File: config.mk
export PLATFORM = sky130hd
export DESIGN_NAME = row_fetch_arbiter_flat
export DESIGN_NICKNAME = d
export VERILOG_FILES = /design/src/rtl/row_fetch_arbiter_pkg.sv /design/src/rtl/row_fetch_arbiter_if.sv /design/src/rtl/row_fetch_arbiter_row_assembler.sv /design/src/rtl/row_fetch_arbiter.sv /design/src/flat_wrapper.sv
export SDC_FILE = /design/constraint.sdc
export NUM_CORES = 2
export LEC_CHECK = 0
export CORE_MARGIN = 1
export CORE_UTILIZATION = 50
export DETAILED_ROUTE_END_ITERATION = 6
export PLACE_DENSITY = 0.74
export SLEW_MARGIN = 40
export SYNTH_ARGS = -nofsm -noshare
export SYNTH_HDL_FRONTEND = slang
export SYNTH_SLANG_ARGS = --single-unit
File: constraint.sdc
create_clock -name clk -period 7 [get_ports clk]
set_clock_uncertainty 0.15 [all_clocks]
set_input_delay 0.7 -clock clk [delete_from_list [all_inputs] [get_ports clk]]
set_output_delay 0.7 -clock clk [all_outputs]
set_load 0.005 [all_outputs]
File: src/rtl/row_fetch_arbiter_pkg.sv
// Shared definitions for the row fetch arbiter: geometry, pixel packing
// offsets and the fetch FSM state encoding.
package row_fetch_arbiter_pkg;

  localparam int COLOR_BITS    = 4;
  localparam int COL_ADDR_BITS = 6;
  localparam int ROW_ADDR_BITS = 4;
  localparam int COLOR_COUNT   = 3;
  localparam int FETCH_BURST   = 8;

  localparam int NUM_COL       = 2**COL_ADDR_BITS;
  localparam int PIX_BITS      = COLOR_BITS*COLOR_COUNT;
  localparam int ROW_DAT_WIDTH = NUM_COL*PIX_BITS;
  localparam int RAM_ADDR_BITS = ROW_ADDR_BITS+COL_ADDR_BITS;
  localparam int BURST_W       = $clog2(FETCH_BURST+1);

  // Channel offsets inside one pixel word (R low, then G, then B).
  localparam int R_OFS = 0;
  localparam int G_OFS = COLOR_BITS;
  localparam int B_OFS = 2*COLOR_BITS;

  typedef enum logic [1:0] {
    ST_IDLE  = 2'd0,
    ST_FETCH = 2'd1,
    ST_DRAIN = 2'd2
  } state_t;

endpackage

File: src/rtl/row_fetch_arbiter_if.sv
// Writer handshake plus single-port frame RAM bus.
//   wr_valid/wr_ready/wr_row/wr_col/wr_data : pixel writer request
//   ram_addr/ram_we/ram_wdata/ram_rdata      : RAM port ({row,col} address,
//                                              read data one cycle late)
// slave  = arbiter side, master = writer/RAM side.
interface row_fetch_arbiter_if;
  import row_fetch_arbiter_pkg::*;

  logic                     wr_valid;
  logic                     wr_ready;
  logic [ROW_ADDR_BITS-1:0] wr_row;
  logic [COL_ADDR_BITS-1:0] wr_col;
  logic [PIX_BITS-1:0]      wr_data;
  logic [RAM_ADDR_BITS-1:0] ram_addr;
  logic                     ram_we;
  logic [PIX_BITS-1:0]      ram_wdata;
  logic [PIX_BITS-1:0]      ram_rdata;

  modport slave (
    input  wr_valid, wr_row, wr_col, wr_data, ram_rdata,
    output wr_ready, ram_addr, ram_we, ram_wdata
  );

  modport master (
    output wr_valid, wr_row, wr_col, wr_data, ram_rdata,
    input  wr_ready, ram_addr, ram_we, ram_wdata
  );

endinterface

File: src/rtl/row_fetch_arbiter_row_assembler.sv
// Row staging buffer with indexed pixel capture and atomic commit.
//   capture_en/cap_col/cap_data : write one pixel into staging
//   commit/commit_idx           : copy staging (including a same-cycle
//                                 capture) to row_out and tag it
//   row_out/row_out_idx/row_valid : committed row
module row_assembler
  import row_fetch_arbiter_pkg::*;
(
  input  logic                     clk,
  input  logic                     rst_n,
  input  logic                     capture_en,
  input  logic [COL_ADDR_BITS-1:0] cap_col,
  input  logic [PIX_BITS-1:0]      cap_data,
  input  logic                     commit,
  input  logic [ROW_ADDR_BITS-1:0] commit_idx,
  output logic [ROW_DAT_WIDTH-1:0] row_out,
  output logic [ROW_ADDR_BITS-1:0] row_out_idx,
  output logic                     row_valid
);

  logic [ROW_DAT_WIDTH-1:0] staging_q, staging_d;
  logic [ROW_DAT_WIDTH-1:0] row_out_q, row_out_d;
  logic [ROW_ADDR_BITS-1:0] row_out_idx_q, row_out_idx_d;
  logic                     row_valid_q, row_valid_d;

  always_comb begin
    staging_d     = staging_q;
    row_out_d     = row_out_q;
    row_out_idx_d = row_out_idx_q;
    row_valid_d   = row_valid_q;
    if (capture_en) staging_d[int'(cap_col)*PIX_BITS +: PIX_BITS] = cap_data;
    // Commit sees the pixel captured on the same edge (last column of a row).
    if (commit) begin
      row_out_d     = staging_d;
      row_out_idx_d = commit_idx;
      row_valid_d   = 1'b1;
    end
  end

  always_ff @(posedge clk or negedge rst_n) begin
    if (!rst_n) begin
      staging_q     <= '0;
      row_out_q     <= '0;
      row_out_idx_q <= '0;
      row_valid_q   <= 1'b0;
    end else begin
      staging_q     <= staging_d;
      row_out_q     <= row_out_d;
      row_out_idx_q <= row_out_idx_d;
      row_valid_q   <= row_valid_d;
    end
  end

  assign row_out     = row_out_q;
  assign row_out_idx = row_out_idx_q;
  assign row_valid   = row_valid_q;

endmodule

File: src/rtl/row_fetch_arbiter.sv
// Arbitrates one single-port frame RAM between the display row prefetch and
// a pixel writer. Fetches display_row one pixel per cycle into a staging
// buffer and commits the whole row atomically.
//   clk, rst_n      : clock, async active-low reset
//   display_row     : row requested by the display
//   row_out*        : committed row, its index and valid flag
//   fetch_overrun   : sticky, display_row changed while a fetch was running
//   bus (slave)     : writer handshake and RAM port
//
// state | meaning
// IDLE  | no fetch running; writer granted whenever it asks
// FETCH | one read per cycle, except a yield slot after FETCH_BURST reads
// DRAIN | capture last read and commit (or yield first if a write waits)
module row_fetch_arbiter
  import row_fetch_arbiter_pkg::*;
(
  input  logic                     clk,
  input  logic                     rst_n,
  input  logic [ROW_ADDR_BITS-1:0] display_row,
  output logic [ROW_DAT_WIDTH-1:0] row_out,
  output logic [ROW_ADDR_BITS-1:0] row_out_idx,
  output logic                     row_valid,
  output logic                     fetch_overrun,
  row_fetch_arbiter_if.slave       bus
);

  localparam logic [BURST_W-1:0]       BURST_MAX = BURST_W'(FETCH_BURST);
  localparam logic [COL_ADDR_BITS-1:0] LAST_COL  = COL_ADDR_BITS'(NUM_COL-1);

  state_t                   state_q, state_d;
  logic [COL_ADDR_BITS-1:0] col_q, col_d;
  logic [ROW_ADDR_BITS-1:0] target_q, target_d;
  logic [BURST_W-1:0]       burst_q, burst_d;
  logic [ROW_ADDR_BITS-1:0] last_row_q, last_row_d;
  logic                     last_valid_q, last_valid_d;
  logic                     overrun_q, overrun_d;
  logic                     cap_en_q, cap_en_d;
  logic [COL_ADDR_BITS-1:0] cap_col_q, cap_col_d;

  logic                     fetch_req, yield, commit, wr_grant;
  logic [RAM_ADDR_BITS-1:0] ram_addr;
  logic                     ram_we;
  logic [PIX_BITS-1:0]      ram_wdata;

  always_comb begin
    state_d      = state_q;
    col_d        = col_q;
    target_d     = target_q;
    burst_d      = burst_q;
    overrun_d    = overrun_q;
    last_row_d   = display_row;
    last_valid_d = 1'b1;
    cap_en_d     = 1'b0;
    cap_col_d    = col_q;
    commit       = 1'b0;
    wr_grant     = 1'b0;
    ram_addr     = '0;
    ram_we       = 1'b0;
    ram_wdata    = '0;

    // Any one-cycle difference counts, including a return to the old row.
    fetch_req = !last_valid_q || (display_row != last_row_q);
    yield     = (burst_q == BURST_MAX) && bus.wr_valid;

    unique case (state_q)
      ST_IDLE: begin
        if (fetch_req) begin
          state_d  = ST_FETCH;
          col_d    = '0;
          target_d = display_row;
          burst_d  = '0;
        end else begin
          wr_grant = bus.wr_valid;
        end
      end
      ST_FETCH, ST_DRAIN: begin
        if (fetch_req) begin
          // Abort: staging contents are simply overwritten by the restart.
          state_d   = ST_FETCH;
          col_d     = '0;
          target_d  = display_row;
          burst_d   = '0;
          overrun_d = 1'b1;
        end else if (yield) begin
          wr_grant = 1'b1;
          burst_d  = '0;
        end else if (state_q == ST_FETCH) begin
          ram_addr  = {target_q, col_q};
          cap_en_d  = 1'b1;
          cap_col_d = col_q;
          if (burst_q != BURST_MAX) burst_d = burst_q + 1'b1;
          if (col_q == LAST_COL) begin
            state_d = ST_DRAIN;
            col_d   = '0;
          end else begin
            col_d = col_q + 1'b1;
          end
        end else begin
          commit  = 1'b1;
          state_d = ST_IDLE;
        end
      end
      default: state_d = ST_IDLE;
    endcase

    if (wr_grant) begin
      ram_we    = 1'b1;
      ram_addr  = {bus.wr_row, bus.wr_col};
      ram_wdata = bus.wr_data;
    end
  end

  always_ff @(posedge clk or negedge rst_n) begin
    if (!rst_n) begin
      state_q      <= ST_IDLE;
      col_q        <= '0;
      target_q     <= '0;
      burst_q      <= '0;
      last_row_q   <= '0;
      last_valid_q <= 1'b0;
      overrun_q    <= 1'b0;
      cap_en_q     <= 1'b0;
      cap_col_q    <= '0;
    end else begin
      state_q      <= state_d;
      col_q        <= col_d;
      target_q     <= target_d;
      burst_q      <= burst_d;
      last_row_q   <= last_row_d;
      last_valid_q <= last_valid_d;
      overrun_q    <= overrun_d;
      cap_en_q     <= cap_en_d;
      cap_col_q    <= cap_col_d;
    end
  end

  row_assembler u_row_assembler (
    .clk        (clk),
    .rst_n      (rst_n),
    .capture_en (cap_en_q),
    .cap_col    (cap_col_q),
    .cap_data   (bus.ram_rdata),
    .commit     (commit),
    .commit_idx (target_q),
    .row_out    (row_out),
    .row_out_idx(row_out_idx),
    .row_valid  (row_valid)
  );

  assign bus.wr_ready  = wr_grant;
  assign bus.ram_addr  = ram_addr;
  assign bus.ram_we    = ram_we;
  assign bus.ram_wdata = ram_wdata;
  assign fetch_overrun = overrun_q;

endmodule

File: src/flat_wrapper.sv
// flat-port wrapper written by rule: the top's interface ports become plain ports
module row_fetch_arbiter_flat import row_fetch_arbiter_pkg::*;
  (clk, rst_n, display_row, row_out, row_out_idx, row_valid, fetch_overrun, bus_wr_valid, bus_wr_row, bus_wr_col, bus_wr_data, bus_ram_rdata, bus_wr_ready, bus_ram_addr, bus_ram_we, bus_ram_wdata);
  row_fetch_arbiter_if bus_i ();
  input  logic clk;
  input  logic rst_n;
  input  logic [ROW_ADDR_BITS-1:0] display_row;
  output logic [ROW_DAT_WIDTH-1:0] row_out;
  output logic [ROW_ADDR_BITS-1:0] row_out_idx;
  output logic row_valid;
  output logic fetch_overrun;
  input wire logic [$bits(bus_i.wr_valid)-1:0] bus_wr_valid;
  input wire logic [$bits(bus_i.wr_row)-1:0] bus_wr_row;
  input wire logic [$bits(bus_i.wr_col)-1:0] bus_wr_col;
  input wire logic [$bits(bus_i.wr_data)-1:0] bus_wr_data;
  input wire logic [$bits(bus_i.ram_rdata)-1:0] bus_ram_rdata;
  output wire logic [$bits(bus_i.wr_ready)-1:0] bus_wr_ready;
  output wire logic [$bits(bus_i.ram_addr)-1:0] bus_ram_addr;
  output wire logic [$bits(bus_i.ram_we)-1:0] bus_ram_we;
  output wire logic [$bits(bus_i.ram_wdata)-1:0] bus_ram_wdata;
  assign bus_i.wr_valid = bus_wr_valid;
  assign bus_i.wr_row = bus_wr_row;
  assign bus_i.wr_col = bus_wr_col;
  assign bus_i.wr_data = bus_wr_data;
  assign bus_i.ram_rdata = bus_ram_rdata;
  assign bus_wr_ready = bus_i.wr_ready;
  assign bus_ram_addr = bus_i.ram_addr;
  assign bus_ram_we = bus_i.ram_we;
  assign bus_ram_wdata = bus_i.ram_wdata;
  row_fetch_arbiter u_core (.clk(clk), .rst_n(rst_n), .display_row(display_row), .row_out(row_out), .row_out_idx(row_out_idx), .row_valid(row_valid), .fetch_overrun(fetch_overrun), .bus(bus_i));
endmodule
# ---- Word-level counts from Yosys, hierarchy flattened
# Index checks and enable logic that the tools add are counted.
dict set report classes {
  addsub 3
  multipliers 1
  div 0
  order_cmp 0
  n_eq_ne 12
  shift 2
  mux 39
  n_bitwise 0
  n_reduce_logical 12
}
# cell count
set op_table {}
lappend op_table {{768-bit bitwise mux} 1}
lappend op_table {{768-bit two-way mux} 1}
lappend op_table {{12-bit by 33-bit variable shift with 768-bit output, first input constant} 1}
lappend op_table {{12-bit by 33-bit indexed part select with 768-bit output} 1}
lappend op_table {{10-bit two-way mux} 5}
lappend op_table {{32-bit negation with 33-bit output} 1}
lappend op_table {{6-bit two-way mux} 5}
lappend op_table {{4-bit two-way mux} 5}
lappend op_table {{1-bit two-way mux} 12}
lappend op_table {{12-bit two-way mux} 1}
lappend op_table {{6-bit one-hot mux with 2 select lines} 1}
lappend op_table {{2-bit two-way mux} 5}
lappend op_table {{6-bit by 2-bit multiplier with 8-bit output, second input constant} 1}
lappend op_table {{4-bit by 1-bit != test with 1-bit output, second input constant} 2}
lappend op_table {{4-bit one-hot mux with 2 select lines} 1}
lappend op_table {{4-bit AND reduction} 2}
lappend op_table {{6-bit by 1-bit adder with 6-bit output, second input constant} 1}
lappend op_table {{6-bit equality test, second input constant} 1}
lappend op_table {{4-bit by 1-bit adder with 4-bit output, second input constant} 1}
lappend op_table {{4-bit equality test, second input constant} 1}
lappend op_table {{4-bit by 3-bit != test with 1-bit output, second input constant} 1}
lappend op_table {{4-bit != test} 1}
lappend op_table {{4-bit != test, second input constant} 1}
lappend op_table {{2-bit one-hot mux with 2 select lines} 1}
lappend op_table {{15 further kinds} 16}
dict set report word_totals {
  reg_bits 1570
  latch_bits 0
  ramBits 0
  rom_bits 0
  input_bits 41
  output_inout_bits 798
  mem_count 0
}

# ---- Depth between registers and ports, before layout
dict set report logic_depth {
  word_depth 6
  ltp_mapped 19
  mapped_depth_nobuf 14
}

# ---- By module
# Synthesis repeated with hierarchy kept, for this count alone.
dict set report unflattened {
  cells_unflattened 5648
  hier_area_um2 63946.3
}
# module instances cells_each area_each_um2 seq_area_each_um2
set by_module_without_submodules {}
lappend by_module_without_submodules {row_assembler 1 5497 62326.0 38562.0}
lappend by_module_without_submodules {row_fetch_arbiter 1 151 1620.3 725.7}

# ---- Worst setup path after synthesis
# OpenSTA, ideal clock, no wires.
dict set report synth_timing {
  path_kind {register to register}
  from {register u_core.cap_col_q[1]}
  to {register u_core.u_row_assembler.row_out_q[448], in the netlist u_core.u_row_assembler.row_out[448]}
  setup_time_ns 0.125
  arrival_ns 5.192
  required_time_ns 6.725
  path_slack_ns 1.533
  stages_incl_launch_ff 17
  period_less_slack_ns 5.467
  cell_sequence {dfrtp_1 -> ha_1 -> fa_1 -> clkbuf_1 -> nor3_1 -> nand2_1 -> a2111oi_0 -> a21boi_0 -> ha_1 -> clkbuf_1 -> nand2_1 -> a2111oi_1 -> o21ai_1 -> clkbuf_1 -> nor3_1 -> mux2_2 -> mux2_2}
}
dict set report synth_between {
  elab_chain_len 5
  word_cells_on_any_way 6
}
# item line_no
set synth_lines {}
lappend synth_lines {{start, declared} row_fetch_arbiter.sv:38} ;# logic [COL_ADDR_BITS-1:0] cap_col_q, cap_col_d;
lappend synth_lines {{start signal, assigned} row_fetch_arbiter.sv:133} ;# cap_col_q <= cap_col_d;
lappend synth_lines {{6-bit by 2-bit multiplier with 8-bit output (*)} row_fetch_arbiter_row_assembler.sv:31} ;# if (capture_en) staging_d[int'(cap_col)*PIX_BITS +: PIX_BITS] = cap_data;
lappend synth_lines {{32-bit negation with 33-bit output (*)} row_fetch_arbiter_row_assembler.sv:31}
lappend synth_lines {{12-bit by 33-bit indexed part select with 768-bit output or 12-bit by 33-bit variable shift with 768-bit output (tied branches)} row_fetch_arbiter_row_assembler.sv:31}
lappend synth_lines {{768-bit bitwise mux (*)} row_fetch_arbiter_row_assembler.sv:31}
lappend synth_lines {{768-bit two-way mux (*)} row_fetch_arbiter_row_assembler.sv:31}
lappend synth_lines {{via u_core.u_row_assembler.staging_d[448]} row_fetch_arbiter_row_assembler.sv:21} ;# logic [ROW_DAT_WIDTH-1:0] staging_q, staging_d;
lappend synth_lines {{end signal, assigned} row_fetch_arbiter_row_assembler.sv:48} ;# row_out_q <= row_out_d;
lappend synth_lines {{end, declared} row_fetch_arbiter_row_assembler.sv:22} ;# logic [ROW_DAT_WIDTH-1:0] row_out_q, row_out_d;
# Mark *: on every way through the listed nets, which the timed path passes. The rest lies on a longest branch.
# A chain may end at the register's enable or synchronous reset.

# ---- Worst setup path in the final report
dict set report layout_timing {
  from {register u_core.cap_col_q[0]}
  to {register u_core.u_row_assembler.row_out_q[289], in the netlist u_core.u_row_assembler.row_out[289]}
}
# Same word-level chain as after synthesis.

==> impl_metrics.ini <==
[outcome]
outcome = finished with violations
violations = DRC

[cts]
cts_root_buffer = clkbuf_16
clk_latency_ps = 820
tritoncts = built
cts.sinks = 1570
cts_resized = 0
cts_made_buffers = 161
cts_max_path_buffers = 3
cts_setup_buffers = 0
clkTransAtPathRegs_ps = 60
cts_hold_buf = 1
cts_max_level = 4

[timing]
period_share = 0.876
fin_setup_tns_ps = 0
tightest_slew_ps = 925
rsz0062_at_grt = no
setup_ws_ps = 868
max_freq_mhz = 163
setup_violations = 0
finalCriticalPeriod_ps = 6130
slew_violations = 0
relSlewSlack = 0.377
hold_viol = 0

[synth]
synthDistinctLibCells = 82
syn_area_per_cell_um2 = 13.3
syn_area_mm2 = 0.0633
synth.most_common_cell = dfrtp_1
ys_ff_latch = 1570
synthTopCellsByArea = dfrtp_1 62%, mux2_2 21%, nand2_1 2.1%, nor2_1 1.6%, clkbuf_1 1.4%
synth_ff_type = dfrtp_1
synth_edf_count = 0
synth_top_area_share = 0.621
yosysTopAreaCell = dfrtp_1
synthTopCellsByCount = 1,570 x dfrtp_1, 1,205 x mux2_2, 349 x nand2_1, 267 x nor2_1, 234 x clkbuf_1
synth-async-reset-ratio = 1.00
seq_area_frac_synth = 0.621
synth_cells = 4775
yosysWarnings = 0
synth_fp_nets = 4834

[pwr]
leakage_nw = 37.6
switching_share = 0.247
power_switching_mw = 5.17
power_density_mw_per_mm2 = 261
pwr-share-comb = 0.106
clkPwrFrac = 0.419
p_int_mw = 15.7
ir_drop_uv = 263
p_total_mw = 20.9
pwr-share-seq = 0.476

[worst_setup_path]
crit_path_cell_trace = buf_4 -> inv_1 -> ha_1 -> nor3_1 -> nand2_1 -> a2111oi_0 -> buf_4 -> a21boi_0 -> ha_1 -> nand2_1 -> a2111oi_1 -> buf_4 -> o21ai_4 -> buf_4 -> nor3_1 -> mux2_2 -> mux2_2
crit_buf_inv = 5
r2r-start = u_core.cap_col_q[0]$_DFF_PN0_
cpMaxStageDelayCell = nor3_1
timing.rr.end = u_core.u_row_assembler.row_out[289]$_DFFE_PN0P_
cp.required_ps = 7520
rrSetupSlack_ps = 870
cpMostUsedCell = buf_4
crit_family = buffers and inverters
cp-end-kind = flip-flop
critPathMaxStageDelay_ps = 580
crit_fanout = 35
critical_path_class = reg -> reg
cp-start-kind = flip-flop
cp.arrival_ps = 6650
rr_worst_depth = 17

[global_routing]
grt_antenna_before_repair = 19
groute.usage.overall = 0.326
grt_pass1_vias = 44179
grt_max_degree = 123
grt.overflow.total = 0
grt_pass1_wl_um = 303000

[hold_path]
holdPathStages = 1
hold_class = in -> reg
min_to = u_core.last_row_q[1]$_DFF_PN0_
min_from = display_row[1]

[die]
dieArea_mm2 = 0.128
io_pins = 839
die_w_um = 358
core_area_mm2 = 0.126
floorplan.die.height_um = 358
initial_utilization = 0.504
rows = 130

[final_layout]
multiInputGateArea_mm2 = 0.0232
n_fill_cell = 9432
area_delta_synth_final_pct = 26.6
regArea_mm2 = 0.0393
nNetsFinal = 5724
drive_gt1_frac = 0.295

[detailed_routing]
antenna_left = 0
firstDrtPassIters = 7
vias = 43807
wl_per_cell_um = 28.1
drt-total-wl_um = 209000
drtIter0Drc = 3689
vias_per_cell = 5.88
drc = 2

[placement]
pre_cts_ws_ps = 1030
post-dp-hpwl_um = 150000
globalplace.congestion = 0.947
numPortBuffers = 838

[run]
drv_cap = 0
-- state kept, by name (all words and copies together), names as in the netlist --
signal	flops
u_core.u_row_assembler.row_out	768
u_core.u_row_assembler.staging_q	768
u_core.cap_en_q	1
u_core.target_q	4
u_core.last_valid_q	1
u_core.col_q	6
u_core.last_row_q	4
u_core.u_row_assembler.row_valid	1
u_core.state_q	2
u_core.u_row_assembler.row_out_idx	4
u_core.fetch_overrun	1
u_core.burst_q	4
u_core.cap_col_q	6
-- area by class of cell --
| class | count | share of cell area |
|---|---|---|
| clock inverter | 54 | 0.0102 |
| timing repair buffer | 994 | 0.124 |
| tap | 1650 | 0.0258 |
| sequential | 1570 | 0.490 |
| multi-input combinational | 2889 | 0.289 |
| inverter | 49 | 0.00230 |
| antenna | 5 | 0.000156 |
| clock buffer | 233 | 0.0578 |
-- cells in the final DEF (no fill, tap or decap), types with 95 or more instances in the layout --
cell | synthesis | layout
nand3_1 | 95 | 95
nor3_1 | 140 | 131
dfrtp_1 | 1570 | 1570
o21ai_0 | 172 | 167
clkbuf_16 | 0 | 162
mux2_2 | 1205 | 1205
nor2_1 | 267 | 257
clkdlybuf4s50_1 | 0 | 837
buf_4 | 1 | 122
nand2_1 | 349 | 346
-- power groups by stage --
stage	clock network (mW)	logic [mW]	registers (mW)
floorplan	0	0.618	9.98
CTS	8.89	2.22	9.92
detailed placement	0	2.21	10.1
finish	8.74	2.21	9.93
global route	9.25	2.37	9.97
global placement	0	2.15	10.1
-- worst max-delay path by stage --
stage	from	end	slack, ps	cells past startpoint
2_1_floorplan	u_core.cap_col_q[1]$_DFF_PN0_	u_core.u_row_assembler.row_out[448]$_DFFE_PN0P_	1530	16
3_3_place_gp	u_core.cap_col_q[0]$_DFF_PN0_	u_core.u_row_assembler.row_out[307]$_DFFE_PN0P_	890	16
3_5_place_dp	u_core.cap_col_q[1]$_DFF_PN0_	u_core.u_row_assembler.row_out[290]$_DFFE_PN0P_	1030	17
4_1_cts	u_core.cap_col_q[1]$_DFF_PN0_	u_core.u_row_assembler.row_out[289]$_DFFE_PN0P_	970	17
5_1_grt	u_core.cap_col_q[0]$_DFF_PN0_	u_core.u_row_assembler.row_out[289]$_DFFE_PN0P_	410	17
6_report	u_core.cap_col_q[0]$_DFF_PN0_	u_core.u_row_assembler.row_out[289]$_DFFE_PN0P_	870	17
-- per-layer routing --
| layer | vias up | GRT usage | part of all wire |
|---|---|---|---|
| li1 | 18800 | - | - |
| met1 | 22844 | 0.431 | 0.41 |
| met5 | - | 0 | 0.000062 |
| met4 | 2 | 0.149 | 0.050 |
| met2 | 1748 | 0.496 | 0.46 |
| met3 | 413 | 0.0975 | 0.087 |
-- logic make-up after synthesis --
group | count (synthesis) | synth area share
buffers and inverters | 316 | 0.0191
xor gates and xnor gates | 18 | 0.00316
adders and majority gates | 18 | 0.00368
muxes | 1220 | 0.217
and+or+nand+nor | 1045 | 0.0760
AOI/OAI and AO/OA | 587 | 0.0602
DFF | 1570 | 0.621
other | 1 | 0.0000593
-- through the flow --
step | hold WS (ps) | instances | utilization | cell area (um^2)
floorplan | 254 | 4775 | - | 63300
global placement | 293 | 7132 | 0.590 | 74100
detailed placement | 300 | 7149 | 0.594 | 74600
CTS | 211 | 7437 | 0.637 | 80000
global route | 253 | 7441 | 0.638 | 80100
finish | 284 | 7444 | 0.638 | 80100
No activity file was read; power rests on OpenSTA's default activity.
